## src/rtl/cpu_defines.sv

```systemverilog
// Shared pipeline-control types: stall vector encoding, sequencer states and
// a saturating counter helper used by the optional perf counters.
package cpu_defines;

   localparam int unsigned STALL_W    = 6;
   localparam int unsigned REG_ADDR_W = 5;
   localparam int unsigned XLEN       = 32;
   localparam int unsigned PERF_W     = 32;

   // Hold bits {wb, mem, ex, id, if, pc}; bit 0 is the PC.
   typedef logic [STALL_W-1:0] Stall_t;

   localparam Stall_t STALL_NONE     = 6'b000000;
   localparam Stall_t STALL_LOAD_USE = 6'b000111;
   localparam Stall_t STALL_MC       = 6'b001111;
   localparam Stall_t STALL_MEM      = 6'b011111;
   localparam Stall_t STALL_ALL      = 6'b111111;

   typedef enum logic [1:0] {
      RUN     = 2'd0,
      MC_WAIT = 2'd1,
      FLUSH   = 2'd2
   } Pipe_ctrl_state_t;

   function automatic logic [PERF_W-1:0] sat_inc(input logic [PERF_W-1:0] v,
                                                 input logic              en);
      return (en && (v != {PERF_W{1'b1}})) ? v + PERF_W'(1) : v;
   endfunction

endpackage

```

## src/rtl/load_use_detect.sv

```systemverilog
// Load-use hazard comparator: a load in EX feeding a register that ID reads
// this cycle, which forwarding cannot resolve.
module load_use_detect
   import cpu_defines::*;
(
   input  logic                  id_reg1_read_i,
   input  logic                  id_reg2_read_i,
   input  logic [REG_ADDR_W-1:0] id_reg1_addr_i,
   input  logic [REG_ADDR_W-1:0] id_reg2_addr_i,
   input  logic                  ex_mem_read_i,
   input  logic                  ex_wreg_write_i,
   input  logic [REG_ADDR_W-1:0] ex_wreg_addr_i,
   output logic                  hazard_o
);

   logic reg1_hit;
   logic reg2_hit;

   always_comb begin
      reg1_hit = id_reg1_read_i && (id_reg1_addr_i == ex_wreg_addr_i);
      reg2_hit = id_reg2_read_i && (id_reg2_addr_i == ex_wreg_addr_i);
      // Writes to $0 are discarded, so they never create a dependency.
      hazard_o = ex_mem_read_i && ex_wreg_write_i &&
                 (ex_wreg_addr_i != REG_ADDR_W'(0)) && (reg1_hit || reg2_hit);
   end

endmodule

```

## src/rtl/pipe_ctrl.sv

```systemverilog
// Pipeline sequencer: global stall vector, exception flush/redirect and
// multi-cycle EX timing. Define PIPE_CTRL_PERF_EN to build stall-cause counters.
module pipe_ctrl
   import cpu_defines::*;
#(
   parameter int unsigned MC_LEN_W = 5
) (
   input  logic                  clk,
   input  logic                  rst,
   input  logic                  id_reg1_read_i,
   input  logic                  id_reg2_read_i,
   input  logic [REG_ADDR_W-1:0] id_reg1_addr_i,
   input  logic [REG_ADDR_W-1:0] id_reg2_addr_i,
   input  logic                  ex_mem_read_i,
   input  logic                  ex_wreg_write_i,
   input  logic [REG_ADDR_W-1:0] ex_wreg_addr_i,
   input  logic                  ex_mc_start_i,
   input  logic [MC_LEN_W-1:0]   ex_mc_len_i,
   input  logic                  mem_stallreq_i,
   input  logic                  flush_req_i,
   input  logic [XLEN-1:0]       flush_pc_i,
   output Stall_t                stall_o,
   output logic                  flush_o,
   output logic [XLEN-1:0]       new_pc_o,
   output logic                  ex_mc_done_o,
   output logic [PERF_W-1:0]     perf_load_use_o,
   output logic [PERF_W-1:0]     perf_mc_o,
   output logic [PERF_W-1:0]     perf_mem_o,
   output logic [PERF_W-1:0]     perf_flush_o
);

   Pipe_ctrl_state_t      state_q, state_d;
   logic [MC_LEN_W-1:0]   cnt_q, cnt_d;
   logic                  done_q, done_d;
   logic                  flush_q, flush_d;
   logic [XLEN-1:0]       new_pc_q, new_pc_d;

   logic                  load_use;
   logic                  mc_busy;
   logic [MC_LEN_W-1:0]   mc_len_eff;
   Stall_t                stall_c;

   load_use_detect u_load_use_detect (
      .id_reg1_read_i  (id_reg1_read_i),
      .id_reg2_read_i  (id_reg2_read_i),
      .id_reg1_addr_i  (id_reg1_addr_i),
      .id_reg2_addr_i  (id_reg2_addr_i),
      .ex_mem_read_i   (ex_mem_read_i),
      .ex_wreg_write_i (ex_wreg_write_i),
      .ex_wreg_addr_i  (ex_wreg_addr_i),
      .hazard_o        (load_use)
   );

   always_ff @(posedge clk or negedge rst) begin
      if (!rst) begin
         state_q  <= RUN;
         cnt_q    <= '0;
         done_q   <= 1'b0;
         flush_q  <= 1'b0;
         new_pc_q <= '0;
      end else begin
         state_q  <= state_d;
         cnt_q    <= cnt_d;
         done_q   <= done_d;
         flush_q  <= flush_d;
         new_pc_q <= new_pc_d;
      end
   end

   // Next state, multi-cycle countdown and registered pulse requests.
   always_comb begin
      state_d    = state_q;
      cnt_d      = cnt_q;
      done_d     = 1'b0;
      flush_d    = 1'b0;
      new_pc_d   = '0;
      mc_busy    = 1'b0;
      mc_len_eff = (ex_mc_len_i == MC_LEN_W'(0)) ? MC_LEN_W'(1) : ex_mc_len_i;

      unique case (state_q)
         RUN: begin
            if (flush_req_i) begin
               state_d  = FLUSH;
               flush_d  = 1'b1;
               new_pc_d = flush_pc_i;
            end else if (ex_mc_start_i) begin
               mc_busy = 1'b1;
               if (mc_len_eff == MC_LEN_W'(1)) begin
                  done_d = 1'b1;
               end else begin
                  state_d = MC_WAIT;
                  cnt_d   = mc_len_eff - MC_LEN_W'(1);
               end
            end
         end
         MC_WAIT: begin
            mc_busy = 1'b1;
            if (flush_req_i) begin
               state_d  = FLUSH;
               cnt_d    = '0;
               flush_d  = 1'b1;
               new_pc_d = flush_pc_i;
            end else begin
               // cnt holds the stall cycles still owed, this one included.
               cnt_d = cnt_q - MC_LEN_W'(1);
               if (cnt_q == MC_LEN_W'(1)) begin
                  state_d = RUN;
                  done_d  = 1'b1;
               end
            end
         end
         FLUSH: begin
            state_d = RUN;
         end
         default: begin
            state_d = RUN;
            cnt_d   = '0;
         end
      endcase
   end

   // Prioritised stall decision; requests are ignored while the flush is out.
   always_comb begin
      stall_c = STALL_NONE;
      if (state_q != FLUSH) begin
         if (flush_req_i)         stall_c = STALL_ALL;
         else if (mem_stallreq_i) stall_c = STALL_MEM;
         else if (mc_busy)        stall_c = STALL_MC;
         else if (load_use)       stall_c = STALL_LOAD_USE;
      end
      stall_o = rst ? stall_c : STALL_NONE;
   end

   assign flush_o      = flush_q;
   assign new_pc_o     = new_pc_q;
   assign ex_mc_done_o = done_q;

`ifdef PIPE_CTRL_PERF_EN
   logic [PERF_W-1:0] perf_lu_q, perf_mc_q, perf_mem_q, perf_flush_q;

   // One increment per cycle for the cause that won the stall priority.
   always_ff @(posedge clk or negedge rst) begin
      if (!rst) begin
         perf_lu_q    <= '0;
         perf_mc_q    <= '0;
         perf_mem_q   <= '0;
         perf_flush_q <= '0;
      end else begin
         perf_lu_q    <= sat_inc(perf_lu_q,    stall_c == STALL_LOAD_USE);
         perf_mc_q    <= sat_inc(perf_mc_q,    stall_c == STALL_MC);
         perf_mem_q   <= sat_inc(perf_mem_q,   stall_c == STALL_MEM);
         perf_flush_q <= sat_inc(perf_flush_q, stall_c == STALL_ALL);
      end
   end

   assign perf_load_use_o = perf_lu_q;
   assign perf_mc_o       = perf_mc_q;
   assign perf_mem_o      = perf_mem_q;
   assign perf_flush_o    = perf_flush_q;
`else
   assign perf_load_use_o = '0;
   assign perf_mc_o       = '0;
   assign perf_mem_o      = '0;
   assign perf_flush_o    = '0;
`endif

endmodule

```

## config.mk

```make
export PLATFORM = sky130hd
export DESIGN_NAME = pipe_ctrl
export DESIGN_NICKNAME = d
export VERILOG_FILES = /design/src/rtl/cpu_defines.sv /design/src/rtl/load_use_detect.sv /design/src/rtl/pipe_ctrl.sv
export SDC_FILE = /design/constraint.sdc
export NUM_CORES = 1
export LEC_CHECK = 0
export BUFFER_PORTS_ARGS = -buffer_cell sky130_fd_sc_hd__buf_2
export CAP_MARGIN = 20
export CORE_ASPECT_RATIO = 0.8
export CORE_MARGIN = 3
export CORE_UTILIZATION = 42
export DETAILED_ROUTE_END_ITERATION = 7
export GPL_TIMING_DRIVEN = 0
export PLACE_DENSITY = 0.86
export SETUP_SLACK_MARGIN = 0.02
export SLEW_MARGIN = 20
export SYNTH_ARGS = -nofsm -noshare
export SYNTH_HDL_FRONTEND = slang
export SYNTH_SLANG_ARGS = --single-unit
```

## constraint.sdc

```tcl
create_clock -name clk -period 4 [get_ports clk]
set_input_delay 0.2 -clock clk [delete_from_list [all_inputs] [get_ports clk]]
set_output_delay 0.2 -clock clk [all_outputs]
set_load 0.02 [all_outputs]
```

After elaboration in Yosys (flattened, before gate mapping). Index checks and enable logic that the tools add are counted.

Add/sub/neg operators: 2. Bitwise operators: 1. Reduce and logical (&&, ||, !) cells: 12. Muxes and demuxes: 31. Equal/unequal tests: 13.

Operators by type and width (number): 32-bit two-way mux (2); 5-bit two-way mux (6); 6-bit two-way mux (3); 5-bit one-hot mux with 3 select lines (1); 5-bit by 1-bit equality test with 1-bit output, second input constant (2); 5-bit equality test (2); 2-bit two-way mux (5); 5-bit by 1-bit subtractor with 5-bit output, second input constant (2); 1-bit two-way mux (9); 3-bit != test, second input constant (3); 2-bit != test, second input constant (4); 1-bit logical AND (5); 5-bit logical NOT (1); 5-bit nonzero test (1); 4-bit two-way mux (1); 1-bit one-hot mux with 2 select lines (2); 2-bit one-hot mux with 2 select lines (1); 4-bit AND reduction (1); 3-bit two-way mux (1); 3-bit AND reduction (1); 2-bit by 1-bit equality test with 1-bit output, second input constant (1); 2-bit equality test, second input constant (1); 2-bit logical NOT (1); 2-bit OR reduction (1); 2 further kinds (2).

Output and inout bits: 168. Word-level logic and storage cells: 64. Bits in registers: 41. Input port bits: 61.

Logic depth before layout (Yosys ltp). Gate-level depths: netlist of run 1.

Depth after elaboration: 10. Mapped depth: 7. Mapped depth without buffers: 5.

Modules after synthesis. From an unflattened synthesis of run 1, not the netlist that was laid out.

Cells, all modules: 289. Area, all modules: 2765.2 um^2.

Modules (own cells, without submodules): pipe_ctrl (cells an instance 272, instances 1, area each 2630.0 um^2); load_use_detect (cells an instance 17, instances 1, area each 135.1 um^2).

Worst setup path before layout of run 1. Ideal clock, no wire load.

Kind: reg-to-output. Start point: register state_q[0]. End point: output port stall_o[1]. Required time: 3800 ps. Data arrival time: 1626 ps. Path slack: 2174 ps. Cell stages (with the launch flop): 7. Path buffers: 2. Cell sequence: dfrtp_1 -> clkbuf_1 -> o21ai_0 -> nor2_1 -> o21ai_0 -> o22ai_1 -> buf_4.

Cells in the longest elaborated chain, start to end: 7.

Ends and longest elaborated chain: start, declared (line pipe_ctrl.sv:32) `Pipe_ctrl_state_t state_q, state_d;`; start signal, assigned (line pipe_ctrl.sv:62) `state_q <= state_d;`; 2-bit by 1-bit equality test with 1-bit output or 2-bit logical NOT (tied branches) (line pipe_ctrl.sv:80) `unique case (state_q)`; 1-bit one-hot mux with 2 select lines (line pipe_ctrl.sv:80); 4-bit two-way mux (line pipe_ctrl.sv:128) `else if (mc_busy) stall_c = STALL_MC;`; 5-bit two-way mux (line pipe_ctrl.sv:127) `else if (mem_stallreq_i) stall_c = STALL_MEM;`; 6-bit two-way mux (line pipe_ctrl.sv:126) `if (flush_req_i) stall_c = STALL_ALL;`; 6-bit two-way mux (*) (line pipe_ctrl.sv:125) `if (state_q != FLUSH) begin`; 6-bit two-way mux (*) (line pipe_ctrl.sv:131) `stall_o = rst ? stall_c : STALL_NONE;`; end, declared (line pipe_ctrl.sv:22) `output Stall_t stall_o,`.

Every way passes the cells marked *; elsewhere a longest branch is shown, timed or not.

Worst setup path in the final report of run 1. Ends and elaborated chain as after synthesis.

==> results of run 1 <==
[kinds of logic after synthesis]
family | count (synthesis) | synth area share, %
buffers and inverters | 144 | 37.4
AND/OR/NAND/NOR | 69 | 14.0
flip-flops | 41 | 37.2
AO/OA/AOI/OAI | 26 | 6.25
XOR/XNOR | 10 | 3.17
adder cells (fa/ha/maj) | 2 | 0.906
multiplexers | 2 | 0.906
other | 1 | 0.136
[flip-flops by register name, summed over array words and instances, names as in the netlist]
name	count
cnt_q	5
flush_o	1
ex_mc_done_o	1
state_q	2
new_pc_o	32
[through the flow]
stage	hold WS, ps	std cells	total power [mW]
2_1_floorplan	-95.6	422	0.783
3_3_place_gp	361	602	0.863
3_5_place_dp	376	602	0.872
4_1_cts	64.3	610	1.21
5_1_grt	116	610	1.27
6_report	40.3	610	1.21
[power by group]
part	switching [mW]	total, mW	internal (mW)
clock	0.130	0.334	0.203
combinational	0.245	0.412	0.167
sequential	0.0168	0.461	0.445
total	0.392	1.21	0.815
[critical path, stage by stage, from the launching register on]
cell and delay [ps]:
dfrtp_1 410, clkbuf_1 330, o21ai_0 210, nor2_1 200, o21ai_0 130, o22ai_1 270
buf_4 160, buf_2 150
[final cells by class]
| class | instances | area (um^2) |
|---|---|---|
| fillers | 545 | 2180 |
| multi-input cells | 237 | 1180 |
| flip-flops and latches | 41 | 1030 |
| plain buffers | 139 | 1010 |
| repair buffers | 99 | 495 |
| well taps | 81 | 101 |
| clock buffers | 7 | 86.3 |
| clock inverters | 1 | 30.0 |
| inverters | 5 | 18.8 |
[per-layer routing]
metal | vias to the layer above | part of all wire [%] | GRT usage (%)
met1 | 1004 | 31 | 15.6
met3 | 9 | 9.4 | 5.77
met4 | 0 | 1.4 | 4.63
met5 | - | 0 | 0
li1 | 1178 | - | -
met2 | 121 | 58 | 33.9
[synthesized netlist by cell type]
cell	instances	area share, %
buf_4	131	36
dfrtp_1	41	37
and3_1	33	7.5
nor2_1	16	2.2
o21ai_0	11	2.0
xor2_1	8	2.5
clkbuf_1	7	0.95
inv_1	5	0.68
nor3_1	5	0.91
a21oi_1	4	0.72
nand2_1	3	0.41
nor2b_1	3	0.68
nor4_1	3	0.68
a31oi_1	2	0.45
ha_1	2	0.91
o22ai_1	2	0.45
xnor2_1	2	0.63
a22oi_1	1	0.27
a31oi_4	1	0.77
a32oi_1	1	0.32
a41oi_1	1	0.32
and4_1	1	0.32
clkbuf_2	1	0.18
conb_1	1	0.14
mux2_4	1	0.54
mux2i_1	1	0.36
nand2b_1	1	0.23
nor3b_1	1	0.27
o31a_1	1	0.32
o32ai_1	1	0.32
o41ai_1	1	0.32
or2_2	1	0.23
or4_1	1	0.27
or4_4	1	0.41
[final timing paths]
path	start	endpoint	slack [ps]	cells past startpoint
setup / recovery	state_q[0]	stall_o[1]	1660	7
hold / removal	rst	new_pc_o[28]	40	1
setup reg to reg	state_q[1]	cnt_q[2]	2420	6
hold reg to reg	cnt_q[1]	cnt_q[1]	550	1
max in group asynchronous	rst	new_pc_o[25]	3390	1
min in group clk	flush_pc_i[11]	new_pc_o[11]	160	2
==> qor.csv, run 1 <==
metric,value,unit
status,finished clean,
grt ovf,0,
"Setup Fix Bufs, Post-CTS",0,
row count,25,
# setup viols final,0,
mean post-synth cell area,9.36,um^2
Starting Density,45.0,%
Power Dens Cells,305,mW/mm^2
Max Root-Sink Buffers,2,
initial antenna violation count,0,
first-pass GRT wire length,10.4,mm
drt drc,0,
hpwl dp,5.96,mm
CP Launch Type,register,
Final Hold Fails,0,
cells after synthesis,295,
GR Util All Layers,16.6,%
hold buffer count at CTS,0,
vias in the first global route,2316,
GP Congestion,0.876,
ant diodes,0,
Port-buffer cells,99,
most frequent cells in the layout,"buf_4 (131), conb_1 (128), buf_2 (99)",
crit path DAT,2140,ps
root buffer cell,clkbuf_8,
CP Capture Type,output pin,
Clock Sinks,41,
kind of critical path,reg2out,
Chip Width,96.7,um
largest fanout on the critical path,10,
Slew HR,39.8,%
CTS tree,yes,
Finished Core Util,64.4,%
Yosys reg bits,41,
Netlist Area Pre-Place,0.00276,mm^2
"Clk Latency, worst-skew pair",280,ps
post-route ant nets,0,
Period minus WS final,2340,ps
setup ws final,1660,ps
I/O pin total,229,
post-CTS sizing,0,
P_leak,2.53,nW
routed wire length,6.75,mm
RSZ-0062 raised after global routing,false,
CTS Buf Count,5,
Area Growth Syn to Fin,43.1,%
drt first pass iters,4,
Hold Path Class,in2async,
setup TNS,0,ps
"Seq/Total Area, Yosys",37.2,%
H-tree levels,2,
"CTS clk-pin slew, worst paths",70,ps
required time of the critical path,3800,ps
Worst Max-Slew Pin Slew,903,ps
peak supply drop,0.000151,V
layout cells sized above 1,45.7,%
Max Cap Viol,0,
WL/cell,11.1,um
area of the die,0.00759,mm^2
Core ar.,0.00613,mm^2
final instance area,0.00395,mm^2
clock skew,7.22,ps
height of the die,78.5,um
largest net degree at the start of global routing,44,
Synth cell types,34,
yosys warns,0,
drt initial violations,54,
Final period util,58.6,%
Total Nets Final,591,
pre-CTS setup slack,1540,ps
vias per inst,3.79,
final slew viol count,0,
"most common cell after layout, fill and taps aside",buf_4,
Placed Area,0.00383,mm^2
Max Freq,0.427,GHz
DR vias,2312,
(Power assumes the default switching activity.)
==> run 2: changes to the inputs <==
- ABC_AREA: unset -> 1
- CORE_UTILIZATION: 42 -> 36
- PLACE_DENSITY: 0.86 -> 0.77
- clock period: 4 -> 2 ns (I/O delays scaled with it)
==> run 2 against run 1 <==
Against the previous run: register-to-register slack got worse by 1700 ps; critical path depth rose by 1; largest cell class unchanged; cell area rose by 5.9%; routed wire length rose by 1.1%; first-iteration DRC count rose by 120%; non-clock buffer count rose by 2; clock power rose by 100%; critical endpoint is now stall_o[2].
==> qor.csv, run 2 <==
metric,value,unit,change
Hold EP,new_pc_o[1],,
largest fanout on the critical path,10,,unchanged
Period minus WS final,1840,ps,
Core ar.,0.00764,mm^2,+25%
Final Hold Fails,0,,unchanged
GP Congestion,0.834,,-4.8%
layout cells sized above 1,41.4,%,-4.4 points
Yosys reg bits,41,,unchanged
"count leader, synth",buf_4,,
grt ovf,0,,unchanged
max reg flops,32,,unchanged
WHS,26.7,ps,-13.6 ps
drt initial violations,120,,+120%
post-route ant nets,0,,unchanged
initial antenna violation count,0,,unchanged
"EDFF count, synth",0,,unchanged
number of fillers in the final layout,710,,+30%
area of the die,0.00921,mm^2,+21%
R2R depth,6,,unchanged
most frequent cells in the layout,"buf_4 (133), conb_1 (128), buf_2 (101)",,
"most common cell after layout, fill and taps aside",buf_4,,
setup ws final,158,ps,-1500 ps
# setup viols final,0,,unchanged
"Seq/Total Area, Yosys",35.3,%,-1.9 points
"Clk Latency, worst-skew pair",280,ps,about the same
largest net degree at the start of global routing,42,,-4.5%
Final period util,92.1,%,
reg-to-reg critical path startpoint,cnt_q[0],,
height of the die,86.4,um,+10%
Area Growth Syn to Fin,43.8,%,
Finished Core Util,54.8,%,-9.7 points
pre-CTS setup slack,-5.36,ps,-1550 ps
ant diodes,0,,unchanged
mean post-synth cell area,7.62,um^2,-19%
Post-synth top flop,dfrtp_1,,
RSZ-0062 raised after global routing,false,,
top post-synthesis cells by count,"buf_4 (131), nand2_1 (76), nor2_1 (59)",,
Clock Sinks,41,,unchanged
CTS tree,yes,,
root buffer cell,clkbuf_8,,
Chip Width,107,um,+10%
Port-buffer cells,99,,unchanged
status,finished clean,,
yosys warns,0,,unchanged
Max Freq,0.543,GHz,
first-pass GRT wire length,10.3,mm,-1.1%
final instance area,0.00418,mm^2,+5.9%
Synth cell types,26,,-24%
CTS Buf Count,5,,unchanged
Placed Area,0.00401,mm^2,+4.7%
mux cell area share after synthesis,0,%,-0.91 points
clock skew,5.83,ps,-1.39 ps
setup TNS,0,ps,unchanged
hold wc startpoint,flush_pc_i[1],,
post-synth top area cell,dfrtp_1,,
Hold Path Class,in2reg,,
kind of critical path,reg2out,,
H-tree levels,2,,unchanged
hpwl dp,5.87,mm,-1.6%
row count,28,,+12%
crit path DAT,1740,ps,-400 ps
Synth Area in Adders,0.860,%,-0.046 points
drt first pass iters,4,,unchanged
Max Root-Sink Buffers,2,,unchanged
Starting Density,38.1,%,-6.9 points
DR vias,2598,,+12%
routed wire length,6.82,mm,+1.1%
P_leak,2.72,nW,+7.3%
post-synthesis simple-gate area fraction,21.8,%,+7.8 points
Synth area leaders,"dfrtp_1 (35%), buf_4 (34%), nand2_1 (9.8%)",,
RR Endpoint,cnt_q[2],,
Post-synth ARST share,100,%,unchanged
Multi-input gate area,0.00125,mm^2,+5.9%
Netlist Area Pre-Place,0.00291,mm^2,+5.4%
WL/cell,9.42,um,-15%
"CTS clk-pin slew, worst paths",80,ps,about the same
drt drc,0,,unchanged
Synth Area in Compound Gates,3.10,%,-3.2 points
vias in the first global route,2346,,+1.3%
I/O pin total,229,,unchanged
CP Capture Type,output pin,,
CP Launch Type,register,,
post-synthesis xor/xnor area fraction,0.301,%,-2.9 points
peak supply drop,0.000277,V,+84%
Max Cap Viol,0,,unchanged
GR Util All Layers,13.7,%,-3.0 points
share of the synthesized area in the top cell type,35.3,%,-1.9 points
required time of the critical path,1900,ps,-1900 ps
Total Nets Final,681,,+15%
register area,0.00103,mm^2,unchanged
R2R Setup Slk,710,ps,-1710 ps
Hold Path Depth,3,,
cells after synthesis,382,,+29%
largest family of logic cells by synthesized area,buffers and inverters,,
final slew viol count,0,,unchanged
Power Dens Cells,593,mW/mm^2,+94%
vias per inst,3.59,,-5.3%
## run 2: repair_timing
action,4_1_cts,5_1_grt
gates resized for setup,3,1
pin swaps,1,2
endpoints found under the setup margin,2,2
buffers inserted,0,1
hold buffers,2,0
hold endpoints to repair,41,0
## run 2: metrics by stage
step	cells	power, mW
final	724	2.48
after global routing	724	2.63
after CTS	723	2.48
after detailed placement	713	1.79
after global placement	713	1.77
after floorplan	509	1.61
## run 2: power by group
| group | total [mW] | switching [mW] | internal (mW) |
|---|---|---|---|
| Clock | 0.676 | 0.270 | 0.405 |
| Combinational | 0.878 | 0.532 | 0.345 |
| Sequential | 0.928 | 0.0380 | 0.890 |
## run 2: area by class of cell
cell class	count	share of cell area, %
multi-input combinational	303	29.8
buffer	138	24.4
sequential	41	24.5
inverter	27	2.42
clock inverter	2	0.897
clock buffer	6	1.97
timing repair buffer	102	12.8
tap	105	3.14
## run 2: layer usage
metal,track usage (%),part of all wire (%)
met4,4.30,1.7
met3,4.02,10
met1,14.4,36
met2,26.3,52
met5,0,0
## run 2: worst max path at each step
stage / start / end / slack (ps)
6_report: state_q[1] / stall_o[2] / 160
2_1_floorplan: state_q[0] / stall_o[1] / 560
4_1_cts: state_q[1] / stall_o[2] / 80
3_3_place_gp: rst / stall_o[2] / 10
3_5_place_dp: rst / stall_o[2] / -5
5_1_grt: state_q[1] / stall_o[2] / 30
## run 2: kinds of logic (layout without fill, tap and decap cells)
family          count (synthesis)  in the layout
fa+ha+maj                       2              2
simple gates                  156            156
flops                          41             41
buf+inv                       165            275
xor+xnor                        1              1
other cells                     1            128
compound gates                 16             16
## run 2: worst max-delay path, cell delays in order, from the launching register on
cell     delay [ps]
dfrtp_1         420
buf_6           160
nand2_2         110
nand4_1         150
a31oi_1         180
nand2_1         100
nand2_2          90
buf_4           100
buf_2           150
